## src/rtl/bsw_pkg.sv

```systemverilog
// Shared definitions for the banded Smith-Waterman max tracker:
// FSM state encoding, default lane geometry and a lane-slice helper.
package bsw_pkg;

    localparam int DEF_NPE     = 8;
    localparam int DEF_HW      = 7;
    localparam int SLICE_VEC_W = 256;

    typedef enum logic [1:0] {
        IDLE   = 2'd0,
        SCAN   = 2'd1,
        FLUSH  = 2'd2,
        RESULT = 2'd3
    } bsw_state_e;

    // Extract lane 'lane' of width 'hw' from a packed lane vector that the
    // caller has zero-extended to SLICE_VEC_W bits; lanes up to 16 bits wide.
    function automatic logic [15:0] lane_slice(input logic [SLICE_VEC_W-1:0] vec,
                                               input int lane,
                                               input int hw);
        logic [SLICE_VEC_W-1:0] shifted;
        logic [15:0]            mask;
        shifted = vec >> (lane * hw);
        mask    = (16'd1 << hw) - 16'd1;
        return shifted[15:0] & mask;
    endfunction

endpackage

```

## src/rtl/bsw_lane_max.sv

```systemverilog
// Masked max reduction across the PE lanes of one beat. Lanes whose mask
// bit is low never win; among equal scores the lowest lane index wins.
module bsw_lane_max
    import bsw_pkg::*;
#(
    parameter int NPE = DEF_NPE,
    parameter int HW  = DEF_HW,
    parameter int LW  = (NPE > 1) ? $clog2(NPE) : 1
) (
    input  logic [NPE*HW-1:0] h_vec,
    input  logic [NPE-1:0]    lane_mask,
    output logic [HW-1:0]     beat_max,
    output logic [LW-1:0]     beat_lane,
    output logic              any_valid
);

    // Scan lanes upward, replacing only on a strictly larger score so that ties keep the lower lane.
    always_comb begin
        logic [HW-1:0] lane_val;
        beat_max  = '0;
        beat_lane = '0;
        any_valid = 1'b0;
        lane_val  = '0;
        for (int k = 0; k < NPE; k++) begin
            lane_val = HW'(lane_slice(SLICE_VEC_W'(h_vec), k, HW));
            if (lane_mask[k] && (!any_valid || (lane_val > beat_max))) begin
                beat_max  = lane_val;
                beat_lane = LW'(k);
                any_valid = 1'b1;
            end
        end
    end

endmodule

```

## src/rtl/bsw_max_tracker.sv

```systemverilog
// Consumer end of the banded Smith-Waterman PE array: masks out-of-matrix
// lanes, tracks the best cell through a two-stage pipeline, stops on X-drop
// or end of query and offers the result over a valid/ready handshake.
module bsw_max_tracker
    import bsw_pkg::*;
#(
    parameter int NPE   = DEF_NPE,
    parameter int HW    = DEF_HW,
    parameter int IDXW  = 10,
    parameter int XDROP = 20
) (
    input  logic              clk,
    input  logic              rst,
    input  logic              start,
    input  logic [IDXW-1:0]   qlen,
    input  logic [IDXW-1:0]   rlen,
    input  logic              h_valid,
    input  logic [NPE*HW-1:0] h_vec,
    output logic              in_ready,
    output logic              res_valid,
    input  logic              res_ready,
    output logic [HW-1:0]     max_score,
    output logic [IDXW-1:0]   max_i,
    output logic [IDXW-1:0]   max_j,
    output logic              xdrop_hit,
    output logic              busy
);

    localparam int              LW      = (NPE > 1) ? $clog2(NPE) : 1;
    localparam logic [IDXW:0]   HALF    = (IDXW+1)'(NPE / 2);
    localparam logic [HW+1:0]   XDROP_W = (HW+2)'(XDROP);

    bsw_state_e      state_q, state_d;
    logic [IDXW-1:0] qlen_q, qlen_d;
    logic [IDXW-1:0] rlen_q, rlen_d;
    logic [IDXW-1:0] t_q, t_d;
    logic            s1_valid_q, s1_valid_d;
    logic [HW-1:0]   s1_max_q, s1_max_d;
    logic [LW-1:0]   s1_lane_q, s1_lane_d;
    logic [IDXW-1:0] s1_t_q, s1_t_d;
    logic [HW-1:0]   max_score_q, max_score_d;
    logic [IDXW-1:0] max_i_q, max_i_d;
    logic [IDXW-1:0] max_j_q, max_j_d;
    logic            xdrop_q, xdrop_d;

    logic [NPE-1:0]  lane_mask;
    logic [HW-1:0]   beat_max;
    logic [LW-1:0]   beat_lane;
    logic            beat_any;
    logic            stage2_active;
    logic            better_beat;
    logic            xdrop_now;
    logic [IDXW-1:0] win_j;
    logic            accept;

    // Lane k of beat t maps to column j = t + k - NPE/2; only 0 <= j < rlen is inside the matrix.
    always_comb begin
        logic [IDXW:0] col_sum;
        lane_mask = '0;
        col_sum   = '0;
        for (int k = 0; k < NPE; k++) begin
            col_sum      = {1'b0, t_q} + (IDXW+1)'(k);
            lane_mask[k] = (col_sum >= HALF) && ((col_sum - HALF) < {1'b0, rlen_q});
        end
    end

    bsw_lane_max #(
        .NPE (NPE),
        .HW  (HW),
        .LW  (LW)
    ) u_lane_max (
        .h_vec     (h_vec),
        .lane_mask (lane_mask),
        .beat_max  (beat_max),
        .beat_lane (beat_lane),
        .any_valid (beat_any)
    );

    // Stage 2 compares the staged beat against the running max taken before that beat.
    always_comb begin
        stage2_active = s1_valid_q && ((state_q == SCAN) || (state_q == FLUSH));
        better_beat   = stage2_active && (s1_max_q > max_score_q);
        xdrop_now     = stage2_active &&
                        (({2'b00, s1_max_q} + XDROP_W) < {2'b00, max_score_q});
        win_j         = s1_t_q + IDXW'(s1_lane_q) - IDXW'(NPE / 2);
        in_ready      = (state_q == SCAN) && !xdrop_now;
        accept        = h_valid && in_ready;
    end

    // Next-state, stage-1 capture and running-max update.
    always_comb begin
        state_d     = state_q;
        qlen_d      = qlen_q;
        rlen_d      = rlen_q;
        t_d         = t_q;
        s1_valid_d  = 1'b0;
        s1_max_d    = s1_max_q;
        s1_lane_d   = s1_lane_q;
        s1_t_d      = s1_t_q;
        max_score_d = max_score_q;
        max_i_d     = max_i_q;
        max_j_d     = max_j_q;
        xdrop_d     = xdrop_q;

        if (better_beat) begin
            max_score_d = s1_max_q;
            max_i_d     = s1_t_q;
            max_j_d     = win_j;
        end
        if (xdrop_now) begin
            xdrop_d = 1'b1;
        end
        if (accept) begin
            s1_valid_d = beat_any;
            s1_max_d   = beat_max;
            s1_lane_d  = beat_lane;
            s1_t_d     = t_q;
            t_d        = t_q + 1'b1;
        end

        unique case (state_q)
            IDLE: begin
                if (start) begin
                    qlen_d      = qlen;
                    rlen_d      = rlen;
                    t_d         = '0;
                    max_score_d = '0;
                    max_i_d     = '0;
                    max_j_d     = '0;
                    xdrop_d     = 1'b0;
                    state_d     = (qlen == '0) ? RESULT : SCAN;
                end
            end
            SCAN: begin
                if (xdrop_now) begin
                    state_d = RESULT;
                end else if (accept && (t_q == (qlen_q - 1'b1))) begin
                    state_d = FLUSH;
                end
            end
            FLUSH: begin
                state_d = RESULT;
            end
            RESULT: begin
                if (res_ready) begin
                    state_d = IDLE;
                end
            end
            default: begin
                state_d = IDLE;
            end
        endcase
    end

    // State and pipeline registers with synchronous reset.
    always_ff @(posedge clk) begin
        if (rst) begin
            state_q     <= IDLE;
            qlen_q      <= '0;
            rlen_q      <= '0;
            t_q         <= '0;
            s1_valid_q  <= 1'b0;
            s1_max_q    <= '0;
            s1_lane_q   <= '0;
            s1_t_q      <= '0;
            max_score_q <= '0;
            max_i_q     <= '0;
            max_j_q     <= '0;
            xdrop_q     <= 1'b0;
        end else begin
            state_q     <= state_d;
            qlen_q      <= qlen_d;
            rlen_q      <= rlen_d;
            t_q         <= t_d;
            s1_valid_q  <= s1_valid_d;
            s1_max_q    <= s1_max_d;
            s1_lane_q   <= s1_lane_d;
            s1_t_q      <= s1_t_d;
            max_score_q <= max_score_d;
            max_i_q     <= max_i_d;
            max_j_q     <= max_j_d;
            xdrop_q     <= xdrop_d;
        end
    end

    assign res_valid = (state_q == RESULT);
    assign busy      = (state_q != IDLE);
    assign max_score = max_score_q;
    assign max_i     = max_i_q;
    assign max_j     = max_j_q;
    assign xdrop_hit = xdrop_q;

endmodule

```

## config.mk

```make
export PLATFORM = sky130hd
export DESIGN_NAME = bsw_max_tracker
export DESIGN_NICKNAME = d
export VERILOG_FILES = /design/src/rtl/bsw_pkg.sv /design/src/rtl/bsw_lane_max.sv /design/src/rtl/bsw_max_tracker.sv
export SDC_FILE = /design/constraint.sdc
export NUM_CORES = 1
export LEC_CHECK = 0
export ABC_AREA = 0
export CORE_MARGIN = 5
export CORE_UTILIZATION = 58
export CTS_CLUSTER_DIAMETER = 40
export DETAILED_ROUTE_END_ITERATION = 16
export PLACE_DENSITY_LB_ADDON = 0.05
export SLEW_MARGIN = 20
export SYNTH_ARGS = -nofsm -noshare
export SYNTH_HDL_FRONTEND = slang
export SYNTH_SLANG_ARGS = --single-unit
```

## constraint.sdc

```tcl
create_clock -name clk -period 17.3 [get_ports clk]
set_input_delay 4.325 -clock clk [delete_from_list [all_inputs] [get_ports clk]]
set_output_delay 4.325 -clock clk [all_outputs]
set_load 0.05 [all_outputs]
```

Word-level counts from Yosys, hierarchy flattened
Cells that the tools add are included.

Word-level logic and storage cells: 152. Output and inout bits: 31. Flip-flop bits (word level): 81.

Mux-type cells: 44. Magnitude comparators: 25. Reduce and logical (&&, ||, !) cells: 43. Eq/ne operators: 7. Add/subtract/negate cells: 20. Bitwise operators: 1.

Operator list (count): 2-to-1 mux 10 bit (9); < comparator 11 x 10 -> 1 bit (8); >= comparator 11 x 3 -> 1 bit, second input constant (7); 2-to-1 mux 7 bit (11); subtractor 11 x 3 -> 11 bit, second input constant (7); greater-than comparator 7 bit (8); adder 10 x 3 -> 11 bit, second input constant (4); adder 10 x 2 -> 11 bit, second input constant (2); logical AND 1 bit (21); 2-to-1 mux 3 bit (6); 2-to-1 mux 1 bit (12); adder 10 x 1 -> 11 bit, second input constant (1); subtractor 10 x 3 -> 11 bit, second input constant (1); adder 10 x 1 -> 10 bit, second input constant (1); adder 10 x 3 -> 10 bit (1); equality test 10 bit (1); >= comparator 10 x 3 -> 1 bit, second input constant (1); zero test 10 bit (1); 2-to-1 mux 2 bit (5); subtractor 10 x 1 -> 10 bit, second input constant (1); subtractor 10 x 3 -> 10 bit, second input constant (1); adder 7 x 5 -> 8 bit, second input constant (1); zero test 1 bit (8); logical OR 1 bit (8); 13 further kinds (14).

Depth between registers and ports, before layout
Depth after elaboration: 32. Depth in mapped cells: 83. Gate-level depth less buffers: 74.

Modules after synthesis
Synthesis repeated with hierarchy kept, for this count alone.

Cells, all modules: 1363. Area total of the unflattened synthesis: 10416.2 um^2.

Modules (own cells, without submodules): bsw_max_tracker (area each 8234.1 um^2, times used 1, cells an instance 1071); bsw_lane_max (area each 2182.1 um^2, times used 1, cells an instance 292).

Worst setup path before layout
Ideal clock, no wire load.

Path type: in2reg. From: input h_vec[1]. To: register s1_lane_q[1]. Setup time: 0.129 ns. Data arrival time: 15.604 ns. Path buffers: 7. Path slack: 1.567 ns. Cell stages on the path: 68. Cell sequence: nand2_1 -> ha_1 -> nor2b_1 -> o211ai_1 -> a21oi_1 -> o22ai_1 -> o31a_2 -> a32o_1 -> inv_1 -> ha_1 -> a2111oi_0 -> a21oi_1 -> o21a_2 -> buf_4 -> o21ai_0 -> ha_1 -> nor2b_1 -> o21a_1 -> [... 32 more ...] -> a21oi_1 -> a41o_1 -> and2_1 -> buf_2 -> buf_2 -> a221oi_1 -> ha_1 -> nor2b_1 -> o21ai_0 -> nand2b_1 -> a21oi_1 -> o21ai_0 -> o21ai_0 -> o21ai_0 -> and3_1 -> clkbuf_1 -> a2111oi_0 -> nor2_1.

Longest elaborated chain between the ends: 29.

Ends and longest elaborated chain: from (decl) (RTL line bsw_max_tracker.sv:18) `input logic [NPE*HW-1:0] h_vec,`; 2-to-1 mux 7 bit * (RTL line bsw_lane_max.sv:26) `if (lane_mask[k] && (!any_valid || (lane_val > beat_max))) begin`; greater-than comparator 7 bit (RTL line bsw_lane_max.sv:26); logical OR 1 bit (RTL line bsw_lane_max.sv:26); logical AND 1 bit (RTL line bsw_lane_max.sv:26); 2-to-1 mux 7 bit or 2-to-1 mux 1 bit (tied branches) (RTL line bsw_lane_max.sv:26); greater-than comparator 7 bit or zero test 1 bit (tied branches) (RTL line bsw_lane_max.sv:26); logical OR 1 bit (RTL line bsw_lane_max.sv:26); logical AND 1 bit (RTL line bsw_lane_max.sv:26); [... 13 more ...]; greater-than comparator 7 bit or zero test 1 bit (tied branches) (RTL line bsw_lane_max.sv:26); logical OR 1 bit (RTL line bsw_lane_max.sv:26); logical AND 1 bit (RTL line bsw_lane_max.sv:26); 2-to-1 mux 7 bit or 2-to-1 mux 1 bit (tied branches) (RTL line bsw_lane_max.sv:26); greater-than comparator 7 bit or zero test 1 bit (tied branches) (RTL line bsw_lane_max.sv:26); logical OR 1 bit (RTL line bsw_lane_max.sv:26); logical AND 1 bit (RTL line bsw_lane_max.sv:26); 2-to-1 mux 3 bit * (RTL line bsw_lane_max.sv:26); to (signal assigned) (RTL line bsw_max_tracker.sv:177) `s1_lane_q <= s1_lane_d;`; to (decl) (RTL line bsw_max_tracker.sv:39) `logic [LW-1:0] s1_lane_q, s1_lane_d;`.

Mark *: on every way between the ends. The rest lies on a longest branch, timed or not. A chain may end at the register's enable or synchronous reset.

Final worst setup path
From: input h_vec[1]. To: register s1_max_q[3].

Longest elaborated chain between the ends: 29.

Ends and longest elaborated chain: 2-to-1 mux 7 bit * (RTL line bsw_lane_max.sv:26); greater-than comparator 7 bit (RTL line bsw_lane_max.sv:26); logical OR 1 bit (RTL line bsw_lane_max.sv:26); logical AND 1 bit (RTL line bsw_lane_max.sv:26); 2-to-1 mux 7 bit or 2-to-1 mux 1 bit (tied branches) (RTL line bsw_lane_max.sv:26); greater-than comparator 7 bit or zero test 1 bit (tied branches) (RTL line bsw_lane_max.sv:26); logical OR 1 bit (RTL line bsw_lane_max.sv:26); logical AND 1 bit (RTL line bsw_lane_max.sv:26); [... 13 more ...]; greater-than comparator 7 bit or zero test 1 bit (tied branches) (RTL line bsw_lane_max.sv:26); logical OR 1 bit (RTL line bsw_lane_max.sv:26); logical AND 1 bit (RTL line bsw_lane_max.sv:26); 2-to-1 mux 7 bit or 2-to-1 mux 1 bit (tied branches) (RTL line bsw_lane_max.sv:26); greater-than comparator 7 bit or zero test 1 bit (tied branches) (RTL line bsw_lane_max.sv:26); logical OR 1 bit (RTL line bsw_lane_max.sv:26); logical AND 1 bit (RTL line bsw_lane_max.sv:26); 2-to-1 mux 7 bit * (RTL line bsw_lane_max.sv:26); to (signal assigned) (RTL line bsw_max_tracker.sv:176) `s1_max_q <= s1_max_d;`; to (decl) (RTL line bsw_max_tracker.sv:38) `logic [HW-1:0] s1_max_q, s1_max_d;`.

Marks and branches as above.

==> qor.csv <==
stage;metric;value;unit
min_path;hp-class;reg2reg;
critical_path;crit_path_end_kind;flop;
drt;dr.pass1.iters;5;
drt;drc;0;
power;combinationalPowerShare;0.615;
floorplanning;rows;48;
global_routing;grt_pass1_vias;9929;
power;p_int;0.573;mW
placement;place_area;0.0115;sq mm
power;leakagePower;4.82;nW
critical_path;crit_slowest_cell;clkdlybuf4s50_1;
cells_and_area;area_delta_synth_final;15.3;%
cells_and_area;nets;1665;
critical_path;rrSetupSlack;2.49;ns
sta;fmaxAchievable;61.8;MHz
clock_tree;clk_pin_slew;0.06;ns
cells_and_area;fin_cells;1643;
power;ir_drop;0.000154;V
cells_and_area;final_common_cell;ha_1;
sta;finalMaxSlewViolations;0;
clock_tree;htreeDepth;3;
placement;dp_cells;1626;
floorplanning;die_h;143;um
drt;drtIter0Drc;755;
power;p_clk_frac;0.173;
placement;dp_hpwl;23100;um
placement;io_buffer_count;111;
critical_path;reg2regPathDepth;70;
floorplanning;dieArea;0.0206;sq mm
global_routing;grt_max_degree;44;
cells_and_area;drive_above_1_share;0.0585;
synthesis;ys_types;95;
floorplanning;start_util;0.594;
synthesis;synth-edff-count;0;
critical_path;critical_path.startpoint_type;primary input;
min_path;worstHoldPathCells;2;
power;powerDensity;89.7;mW/mm^2
floorplanning;design.core.area;0.0174;sq mm
critical_path;worst_ep_required_time;17.57;ns
synthesis;syn-instance-count;1340;
global_routing;grt_pass1_wl;49100;um
job;max_cap_violations;0;
power;total_power;1.07;mW
cells_and_area;mostFrequentLayoutCells;ha_1, nand2_1, nor2_1;
floorplanning;ios;112;
cells_and_area;final_area;0.0119;sq mm
sta;final.setup.tns;0;ns
cells_and_area;antenna_cells;0;
global_routing;antenna_found_initial;0;
power;p_switching;0.494;mW
drt;wire_per_inst;18.6;um
clock_tree;post-cts-setup-buffers;0;
synthesis;async_reset_ff_frac;0;
cells_and_area;fin_util;0.685;
power;p_seq_frac;0.212;
critical_path;crit_path_frequent_cell;o21a_1;
synthesis;seq_area_frac_synth;0.157;
placement;gp_congestion;0.919;
synthesis;ys_seq_elements;81;
drt;routed_wl;30500;um
synthesis;synth_nets;1592;
clock_tree;cts_tree;built;
clock_tree;clockBufferDepth;2;
sta;setup_violations;0;
outcome;status;completed;
power;swShare;0.463;
drt;ant_nets;0;
synthesis;synth.avg_cell_area;7.70;sq um
clock_tree;clock-root-buffer;clkbuf_16;
clock_tree;clk_latency;0.34;ns
critical_path;cp.arrival;16.46;ns
sta;grt_setup_unrepaired;false;
sta;worstMarginPinSlew;0.950;ns
drt;via_count;10300;
sta;relSlewSlack;0.367;
clock_tree;cts_buffers;9;
sta;finClkSkew;0.0141;ns
synthesis;synth_area;0.0103;sq mm
sta;final_hold_viol_count;0;
synthesis;synth_flop_cell;dfxtp_1;
sta;fin_crit;16.19;ns
synthesis;ys.warnings.count;0;
critical_path;cp_max_fo;18;
global_routing;grt_util_all_layers;0.290;
critical_path;path_class;in2reg;
sta;fin_crit_sh;0.936;
global_routing;grt-ovfl-total;0;
floorplanning;die_w;143;um
drt;vias_per_cell;6.26;
critical_path;cpPeakStageDelay;0.48;ns
clock_tree;cts.sinks;81;
worst paths after layout:
check            start           to
min          rlen_q[6]    rlen_q[6]
min reg2reg  rlen_q[6]    rlen_q[6]
max reg2reg     t_q[1]  s1_max_q[3]
max           h_vec[1]  s1_max_q[3]
power groups by stage:
stage          sequential [mW]  clock (mW)  combinational [mW]
6_report                 0.226       0.185               0.657
5_1_grt                  0.229       0.196               0.731
4_1_cts                  0.225       0.187               0.641
3_5_place_dp             0.229           0               0.636
3_3_place_gp             0.229           0               0.621
2_1_floorplan            0.225           0               0.465
layer usage:
layer,vias up,wire [um],track usage,part of all wire
met3,76,2410,0.0522,0.079
met5,-,0,0,0
met1,4800,13500,0.389,0.44
met2,400,13700,0.465,0.45
li1,5014,-,-,-
met4,0,911,0.111,0.030
worst max-delay path: cells and delay by family:
family                     cells  cell delay [ns]
AOI/OAI and AO/OA             40             6.91
and+or+nand+nor               15             2.51
buffers and inverters          3             0.74
adders and majority gates      7             1.94
layout make-up:
cell class                      count  area [sq um]
Multi-Input combinational cell   1114          8140
Sequential cell                    81          1620
Clock buffer                       10           239
Fill cell                        1460          5460
Inverter                           76           288
Clock inverter                      6          48.8
Timing Repair Buffer              131          1280
Tap cell                          225           282
metrics by stage:
step | hold WS [ns] | worst slack [ns]
after detailed placement | 0.449 | 0.320
after global routing | 0.471 | 0.0981
after CTS | 0.457 | 0.665
after global placement | 0.442 | 0.702
after floorplan | 0.436 | 1.57
final | 0.454 | 1.11
cells in the mapped netlist (10+ instances only):
cell type	instances	share of area
a211oi_1	12	0.0087
a21boi_0	12	0.0087
a21o_1	26	0.019
a21oi_1	103	0.050
a31oi_1	14	0.0085
and3_1	19	0.012
buf_2	17	0.0082
clkbuf_1	37	0.013
dfxtp_1	81	0.16
ha_1	170	0.21
inv_1	74	0.027
mux2i_1	15	0.015
nand2_1	125	0.045
nand3_1	29	0.014
nand4_1	20	0.012
nor2_1	118	0.043
nor2b_1	13	0.0079
nor3_1	33	0.016
o211ai_1	12	0.0087
o21a_1	29	0.021
o21ai_0	57	0.028
o21ai_1	10	0.0049
or3_1	12	0.0073
xnor2_1	72	0.061
xor2_1	43	0.037
flip-flops by register name, indices dropped and copies added, names as in the netlist:
signal,count
max_j,10
xdrop_hit,1
state_q,2
t_q,10
rlen_q,10
s1_valid_q,1
max_score,7
s1_max_q,7
max_i,10
qlen_q,10
s1_t_q,10
s1_lane_q,3
logic make-up after synthesis:
group	synth area share
xor gates and xnor gates	0.0976
DFF	0.157
AOI/OAI and AO/OA	0.262
adders and majority gates	0.208
muxes	0.0167
and+or+nand+nor	0.199
buffers and inverters	0.0591
what timing repair did:
| item | in CTS | in global routing |
|---|---|---|
| hold buffers | 0 | 0 |
| resized for setup | 0 | 11 |
| setup endpoints to repair | 0 | 10 |
No activity file was read; power rests on OpenSTA's default activity.
